==> src/rtl/uart_ir_loader.sv <==
// uart_ir_loader: UART framed loader writing ram_ir; define LOADER_CSUM_EN to require a trailing XOR checksum byte
module uart_ir_loader #(
  parameter int CLK_HZ      = 60000000,
  parameter int BAUD        = 115200,
  parameter int ADDR_W      = 12,
  parameter int DATA_W      = 16,
  parameter int TIMEOUT_CYC = 6000000
) (
  input  logic              clock,
  input  logic              reset,
  input  logic              rx,
  output logic [DATA_W-1:0] ir_m_data,
  output logic [ADDR_W-1:0] ir_m_addr,
  output logic              ir_m_wren,
  output logic              loading,
  output logic              done,
  output logic              err,
  output logic [ADDR_W:0]   words
);
  localparam int CPB  = CLK_HZ / BAUD;
  localparam int HALF = CPB / 2;
  typedef enum logic [1:0] {R_IDLE, R_START, R_DATA, R_STOP} rx_st_t;
  typedef enum logic [2:0] {IDLE, LEN_HI, LEN_LO, DATA_HI, DATA_LO, CSUM, DONE} st_t;
  logic rx_s1_q, rx_s2_q, rx_s3_q;
  rx_st_t rs_q, rs_d;
  logic [31:0] rc_q, rc_d;
  logic [2:0] bit_q, bit_d;
  logic [7:0] sh_q, sh_d;
  logic byte_valid, frame_err;
  st_t st_q, st_d;
  logic [7:0] len_hi_q, len_hi_d, hi_q, hi_d;
  logic [15:0] rem_q, rem_d, n;
  logic [31:0] tmo_q, tmo_d;
  logic [DATA_W-1:0] data_q, data_d;
  logic [ADDR_W-1:0] addr_q, addr_d;
  logic [ADDR_W:0] words_q, words_d;
  logic wren_q, wren_d, loading_q, loading_d, done_q, done_d, err_q, err_d;
`ifdef LOADER_CSUM_EN
  localparam st_t LAST = CSUM;
  logic [7:0] csum_q, csum_d;
  // running XOR over length and data bytes, restarted whenever no frame is open
  always_comb csum_d = (st_q == IDLE) ? 8'd0 :
                       (byte_valid && st_q inside {LEN_HI, LEN_LO, DATA_HI, DATA_LO}) ? csum_q ^ sh_q : csum_q;
  // checksum accumulator register
  always_ff @(posedge clock or posedge reset)
    if (reset) csum_q <= 8'd0;
    else csum_q <= csum_d;
`else
  localparam st_t LAST = DONE;
`endif
  assign n = {len_hi_q, sh_q};
  // 8N1 receiver: start re-checked at half bit, then data and stop sampled at bit centres
  always_comb begin
    rs_d = rs_q;
    rc_d = rc_q + 32'd1;
    bit_d = bit_q;
    sh_d = sh_q;
    byte_valid = 1'b0;
    frame_err = 1'b0;
    case (rs_q)
      R_IDLE: begin
        rc_d = 32'd0;
        if (rx_s3_q && !rx_s2_q) rs_d = R_START;
      end
      R_START: if (rc_q == 32'(HALF - 1)) begin
        rc_d = 32'd0;
        bit_d = 3'd0;
        rs_d = rx_s2_q ? R_IDLE : R_DATA;
      end
      R_DATA: if (rc_q == 32'(CPB - 1)) begin
        rc_d = 32'd0;
        sh_d = {rx_s2_q, sh_q[7:1]};
        bit_d = bit_q + 3'd1;
        if (bit_q == 3'd7) rs_d = R_STOP;
      end
      default: if (rc_q == 32'(CPB - 1)) begin
        rs_d = R_IDLE;
        byte_valid = rx_s2_q;
        frame_err = !rx_s2_q;
      end
    endcase
  end
  // frame decoder: sync, length, word pairs, optional checksum; aborts on framing error or timeout
  always_comb begin
    st_d = st_q;
    len_hi_d = len_hi_q;
    hi_d = hi_q;
    rem_d = rem_q;
    data_d = data_q;
    addr_d = addr_q;
    words_d = words_q;
    wren_d = 1'b0;
    loading_d = loading_q;
    done_d = 1'b0;
    err_d = err_q;
    tmo_d = (loading_q && !byte_valid) ? tmo_q + 32'd1 : 32'd0;
    case (st_q)
      IDLE: if (byte_valid && sh_q == 8'hA5) begin
        err_d = 1'b0;
        words_d = '0;
        loading_d = 1'b1;
        st_d = LEN_HI;
      end
      LEN_HI: if (byte_valid) begin
        len_hi_d = sh_q;
        st_d = LEN_LO;
      end
      LEN_LO: if (byte_valid) begin
        if (n == 16'd0 || {16'd0, n} > 32'(2 ** ADDR_W)) begin
          err_d = 1'b1;
          loading_d = 1'b0;
          st_d = IDLE;
        end else begin
          rem_d = n;
          st_d = DATA_HI;
        end
      end
      DATA_HI: if (byte_valid) begin
        hi_d = sh_q;
        st_d = DATA_LO;
      end
      DATA_LO: if (byte_valid) begin
        data_d = DATA_W'({hi_q, sh_q});
        addr_d = words_q[ADDR_W-1:0];
        wren_d = 1'b1;
        words_d = words_q + (ADDR_W + 1)'(1);
        rem_d = rem_q - 16'd1;
        st_d = (rem_q == 16'd1) ? LAST : DATA_HI;
      end
`ifdef LOADER_CSUM_EN
      CSUM: if (byte_valid) begin
        st_d = (sh_q == csum_q) ? DONE : IDLE;
        err_d = (sh_q != csum_q) | err_q;
        loading_d = (sh_q == csum_q);
      end
`endif
      DONE: begin
        done_d = 1'b1;
        loading_d = 1'b0;
        st_d = IDLE;
      end
      default: st_d = IDLE;
    endcase
    if (frame_err) begin
      err_d = 1'b1;
      if (st_q != IDLE) begin
        loading_d = 1'b0;
        st_d = IDLE;
      end
    end
    if (loading_q && tmo_q == 32'(TIMEOUT_CYC - 1)) begin
      err_d = 1'b1;
      loading_d = 1'b0;
      st_d = IDLE;
    end
  end
  // state registers; the rx synchroniser presets to the idle-high line level
  always_ff @(posedge clock or posedge reset)
    if (reset) begin
      {rx_s1_q, rx_s2_q, rx_s3_q} <= 3'b111;
      rs_q <= R_IDLE;
      rc_q <= 32'd0;
      bit_q <= 3'd0;
      sh_q <= 8'd0;
      st_q <= IDLE;
      len_hi_q <= 8'd0;
      hi_q <= 8'd0;
      rem_q <= 16'd0;
      tmo_q <= 32'd0;
      data_q <= '0;
      addr_q <= '0;
      words_q <= '0;
      wren_q <= 1'b0;
      loading_q <= 1'b0;
      done_q <= 1'b0;
      err_q <= 1'b0;
    end else begin
      {rx_s1_q, rx_s2_q, rx_s3_q} <= {rx, rx_s1_q, rx_s2_q};
      rs_q <= rs_d;
      rc_q <= rc_d;
      bit_q <= bit_d;
      sh_q <= sh_d;
      st_q <= st_d;
      len_hi_q <= len_hi_d;
      hi_q <= hi_d;
      rem_q <= rem_d;
      tmo_q <= tmo_d;
      data_q <= data_d;
      addr_q <= addr_d;
      words_q <= words_d;
      wren_q <= wren_d;
      loading_q <= loading_d;
      done_q <= done_d;
      err_q <= err_d;
    end
  assign ir_m_data = data_q;
  assign ir_m_addr = addr_q;
  assign ir_m_wren = wren_q;
  assign loading = loading_q;
  assign done = done_q;
  assign err = err_q;
  assign words = words_q;
endmodule

==> config.mk <==
export PLATFORM = sky130hd
export DESIGN_NAME = uart_ir_loader
export DESIGN_NICKNAME = d
export VERILOG_FILES = /design/src/rtl/uart_ir_loader.sv
export SDC_FILE = /design/constraint.sdc
export NUM_CORES = 1
export LEC_CHECK = 0
export BUFFER_PORTS_ARGS = -buffer_cell sky130_fd_sc_hd__buf_4
export CAP_MARGIN = 5
export CORE_UTILIZATION = 25
export CTS_CLUSTER_SIZE = 25
export DETAILED_ROUTE_END_ITERATION = 10
export GPL_ROUTABILITY_DRIVEN = 0
export GPL_TIMING_DRIVEN = 0
export MAX_ROUTING_LAYER = met4
export REMOVE_ABC_BUFFERS = 1
export SLEW_MARGIN = 20
export SYNTH_ARGS = -nofsm -noshare
export SYNTH_HDL_FRONTEND = slang
export SYNTH_SLANG_ARGS = --single-unit
==> constraint.sdc <==
create_clock -name clock -period 5.7 [get_ports clock]
set_input_delay 1.14 -clock clock [delete_from_list [all_inputs] [get_ports clock]]
set_output_delay 1.14 -clock clock [all_outputs]
set_load 0.01 [all_outputs]
Word level (Yosys, flattened, before mapping)
Index checks and enable logic that the tools add are counted.

operators by class
  add/sub/neg operators = 5
  $mul = 0
  div/mod/pow operators = 0
  order comparisons = 1
  eq/ne operators = 24
  shift-type cells = 0
  mux-type cells = 52
  bitwise logic cells = 0
  reduce and logical (&&, ||, !) cells = 26

operator list
  operator                 number
  $mux W32                 3
  $pmux W32 S3             1
  $add A32 B1 Y32 const B  2
  $mux W16                 3
  $mux W3                  11
  $eq A32 B10 Y1 const B   1
  $eq A32 B23 Y1 const B   1
  $eq A32 B9 Y1 const B    1
  $pmux W16 S2             1
  $mux W13                 2
  $pmux W13 S2             1
  $mux W1                  18
  $eq A16 B1 Y1 const B    1
  $gt A16 B13 Y1 const B   1
  $logic_not A16 Y1        1
  $ne A2 B2 Y1 const B     8
  $sub A16 B1 Y16 const B  1
  $pmux W3 S5              1
  $mux W2                  7
  $add A13 B1 Y13 const B  1
  $ne A4 B4 Y1 const B     3
  $eq A3 B3 Y1 const B     3
  $eq A8 B8 Y1 const B     1
  $reduce_and A2 Y1        4
  21 further kinds         31

storage, ports and cells
  flip-flop bits (word level) = 160
  bits in latches = 0
  RAM bits = 0
  bits in read-only memories = 0
  bits of input ports = 3
  output and inout bits = 45
  logic and storage cells = 127
  memories = 0

Longest topological paths before layout
  depth in word-level cells = 9
  mapped depth = 8

Worst setup path after synthesis
No wires, ideal clock.

  path kind = flip-flop to flip-flop
  from = register sh_q[2]
  to = register rem_q[1]
  setup time = 142 ps
  arrival time = 2112 ps
  data required time = 5558 ps
  setup slack = 3446 ps
  cell stages (with the launch flop) = 7
  cells stage by stage = dfrtp_1 or4_4 or4_4 and3_1 buf_6 a211oi_1 a211oi_1

between the ends
  longest elaborated chain between the ends = 4
  elaborated cells on any way between the ends = 5
  classes of those cells = order compare (1); eq/ne (1); reduce/logical (3)

ends and longest elaborated chain
  element                                              line  source
  start: declaration                                   28    logic [7:0] sh_q, sh_d;
  start signal: assignment                             164   sh_q <= 8'd0;
  start signal: assignment                             182   sh_q <= sh_d;
  $gt A16 B13 Y1 or $logic_not A16 Y1 (tied branches)  109   if (n == 16'd0 || {16'd0, n} > 32'(2 ** ADDR_W)) begin
  $logic_or A1 B1 Y1 (*)                               109
  $ne A2 B2 Y1 (no line) (*)                           -
  $reduce_and A4 Y1 (no line) (*)                      -
  end signal: assignment                               186   rem_q <= rem_d;
  end: declaration                                     32    logic [15:0] rem_q, rem_d, n;

Mark *: on every way between the ends. The rest lies on a longest branch, timed or not.
A chain may end at the register's enable or synchronous reset.

Worst setup path in the final report
  from = register rc_q[19]
  to = register tmo_q[23]

between the ends
  longest elaborated chain between the ends = 6

ends and longest elaborated chain
  element                   line  source
  start: declaration        26    logic [31:0] rc_q, rc_d;
  start signal: assignment  180   rc_q <= rc_d;
  $eq A32 B10 Y1            76    default: if (rc_q == 32'(CPB - 1)) begin
  $mux W1                   76
  $mux W1                   60    case (rs_q)
  $logic_not A1 Y1          96    tmo_d = (loading_q && !byte_valid) ? tmo_q + 32'd1 : 32'd0;
  $logic_and A1 B1 Y1       96
  $mux W32                  96
  named net tmo_d[23]       33    logic [31:0] tmo_q, tmo_d;
  end signal: assignment    187   tmo_q <= tmo_d;
  end: declaration          33

The timed path passes the listed nets, and every way through them passes these cells.

==> run summary <==
Run status = finished, final reports clean
Most common cell after layout, fill and taps aside = dfrtp_1
Critical path capture point type = register
Area growth from synthesis to layout = 17.0%
Critical path arrival = 3790 ps
Synth unique cells = 67
Cell Count, Final, Fillers Out = 1255
Die X = 180 um
Slew margin rel. = 0.301
Gate power share = 0.047
Yosys reg bits = 160
Pint = 1780 uW
Clock network power share = 0.466
Period minus WS final = 3520 ps
Initial antenna violation count = 0
Main synth FF type = dfrtp_1
Fin Clk Skew = 12.7 ps
GRT overflow = 0
First-pass GRT wire length = 30700 um
Post-synth EDFFs = 0
Pins Over Slew Limit = 0
Clk root buf = clkbuf_16
Layout net count = 856
Worst Tran Pin Value = 1050 ps
Fraction of layout instances using a drive strength above 1 = 0.165
Starting density of the core = 0.257
Asr flop ratio synth = 1.00
Seq/Total Area, Yosys = 0.505
Largest net degree at the start of global routing = 88
TritonCTS clock tree = done
Post-DRT Antenna Nets = 0
Remaining DRCs = 0
Number of cells after detailed placement = 1223
Reg power frac = 0.487
WL per Instance = 14.7 um
Worst-path clk slew = 70 ps
Switching pwr = 655 uW
CTS buffer count = 17
Avg Synthesized Cell Area = 9.72 sq um
Max Buffers Root-to-Sink = 2
Hold WS = 358 ps
Gr usage total = 0.120
Clock latency on the worst-skew pair = 430 ps
Final Cycle Share = 0.618
Setup WS post-layout = 2180 ps
Setup violators final = 0
Core Area = 0.0309 sq mm
Netlist Area Pre-Place = 0.00793 sq mm
Hold-fix buffers, CTS = 0
Iteration count of the initial detailed-routing pass = 4
# clock sinks = 160
Place WS = 2150 ps
Setup repair after global routing missed its margin = false
Number of global-route vias before repair = 5726
Row cnt = 64
Total wire length = 18400 um
Vias post-DR = 6115
Crit Path Max Fanout = 31
CP Data Required Time = 5970 ps
Met3 Use GR = 0.0279
HPWL after detailed placement = 12400 um
DIE AREA = 0.0324 sq mm
Setup CP Type = register to register
Input/output buffers = 47
Ys Warns = 0
Resized Gates After CTS = 0
Die Ht = 180 um
# IOs = 48
GR peak layer = met2
Maxcap violations = 0
Final Hold Fails = 0
Hold Path Class = register to register
Fmax achieved = 284 MHz
Met2 GRT Util = 0.179
Leak Pwr = 0.00402 uW
Most frequent cells in the layout = dfrtp_1 (157), nand2_1 (117), nor2_1 (86)
Diode count = 0
Startpoint Class = register
Peak supply drop = 208 uV
Initial DRC count = 477
Total power per unit cell area = 263 mW/mm^2
CTS H-tree depth = 4
Post-CTS setup buffer count = 0
Post-synthesis instance total = 816
Switching part of the total = 0.268
Drt via density = 4.87
Met1 usage = 0.161
layout make-up:
type                       count  area, sq um
clock inverter                15          153
multi-input combinational    594         3680
sequential                   160         4010
inverter                      20         82.6
tap                          396          495
clock buffer                  17          425
fill                        3198        21600
timing repair buffer          53          433
flip-flops by register name, indices dropped and copies added (netlist names), 2 cells and up:
register,count
words,13
bit_q,3
ir_m_addr,12
tmo_q,32
len_hi_q,8
ir_m_data,16
rc_q,32
rem_q,16
sh_q,8
st_q,3
hi_q,8
rs_q,2
metrics by stage:
stage / cell area, sq um / TNS [ps] / util / power (uW)
global route: 9280 / 0 / 0.300 / 2540
finish: 9280 / 0 / 0.300 / 2440
detailed placement: 8700 / 0 / 0.281 / 1330
floorplan: 7750 / 0 / - / 1290
CTS: 9280 / 0 / 0.300 / 2470
global placement: 8600 / -294450 / 0.278 / 1320
cell families after synthesis:
group | share of synthesized area
adders and majority gates | 0.0110
xor gates and xnor gates | 0.0652
AOI/OAI and AO/OA | 0.0863
and+or+nand+nor | 0.263
buffers and inverters | 0.0317
DFF | 0.505
muxes | 0.0377
critical path, stage by stage, from the launching register on:
cell and delay, ps:
dfrtp_1 450, nor4_1 520, and3_1 370, nand3_1 740, nand2_1 1130, nor2_1 140
synthesized netlist by cell type, types with 19 or more instances:
cell type | count | area, sq um
nor4_1 | 34 | 213
mux2_2 | 23 | 259
inv_1 | 20 | 75.1
o21ai_0 | 19 | 95.1
nand4_1 | 19 | 119
xnor2_1 | 42 | 368
nand3_1 | 38 | 190
a21oi_1 | 19 | 95.1
nor3_1 | 29 | 145
nand2_1 | 117 | 439
dfrtp_1 | 157 | 3930
nor2_1 | 86 | 323
clkbuf_1 | 29 | 109
path summary, 6_finish.rpt:
kind                                from   endpoint  slack, ps  cells past startpoint
worst min-delay path             rx_s1_q    rx_s2_q        360                      0
min in group asynchronous          reset    rc_q[7]        750                      2
max in group asynchronous          reset  rem_q[15]       4120                      3
worst min register to register   rx_s1_q    rx_s2_q        360                      0
worst max register to register  rc_q[19]  tmo_q[23]       2180                      5
worst max-delay path            rc_q[19]  tmo_q[23]       2180                      5
routing by layer:
layer,share of wire,up-vias
li1,-,2971
met5,0,-
met3,0.044,13
met2,0.46,111
met4,0.010,0
met1,0.49,3020
power groups by stage:
stage	clock (uW)	combinational [uW]	sequential (uW)
4_1_cts	1160	118	1190
3_3_place_gp	0	111	1210
3_5_place_dp	0	117	1210
2_1_floorplan	0	87.8	1200
6_report	1140	115	1190
5_1_grt	1210	131	1190
(Power assumes the default switching activity.)
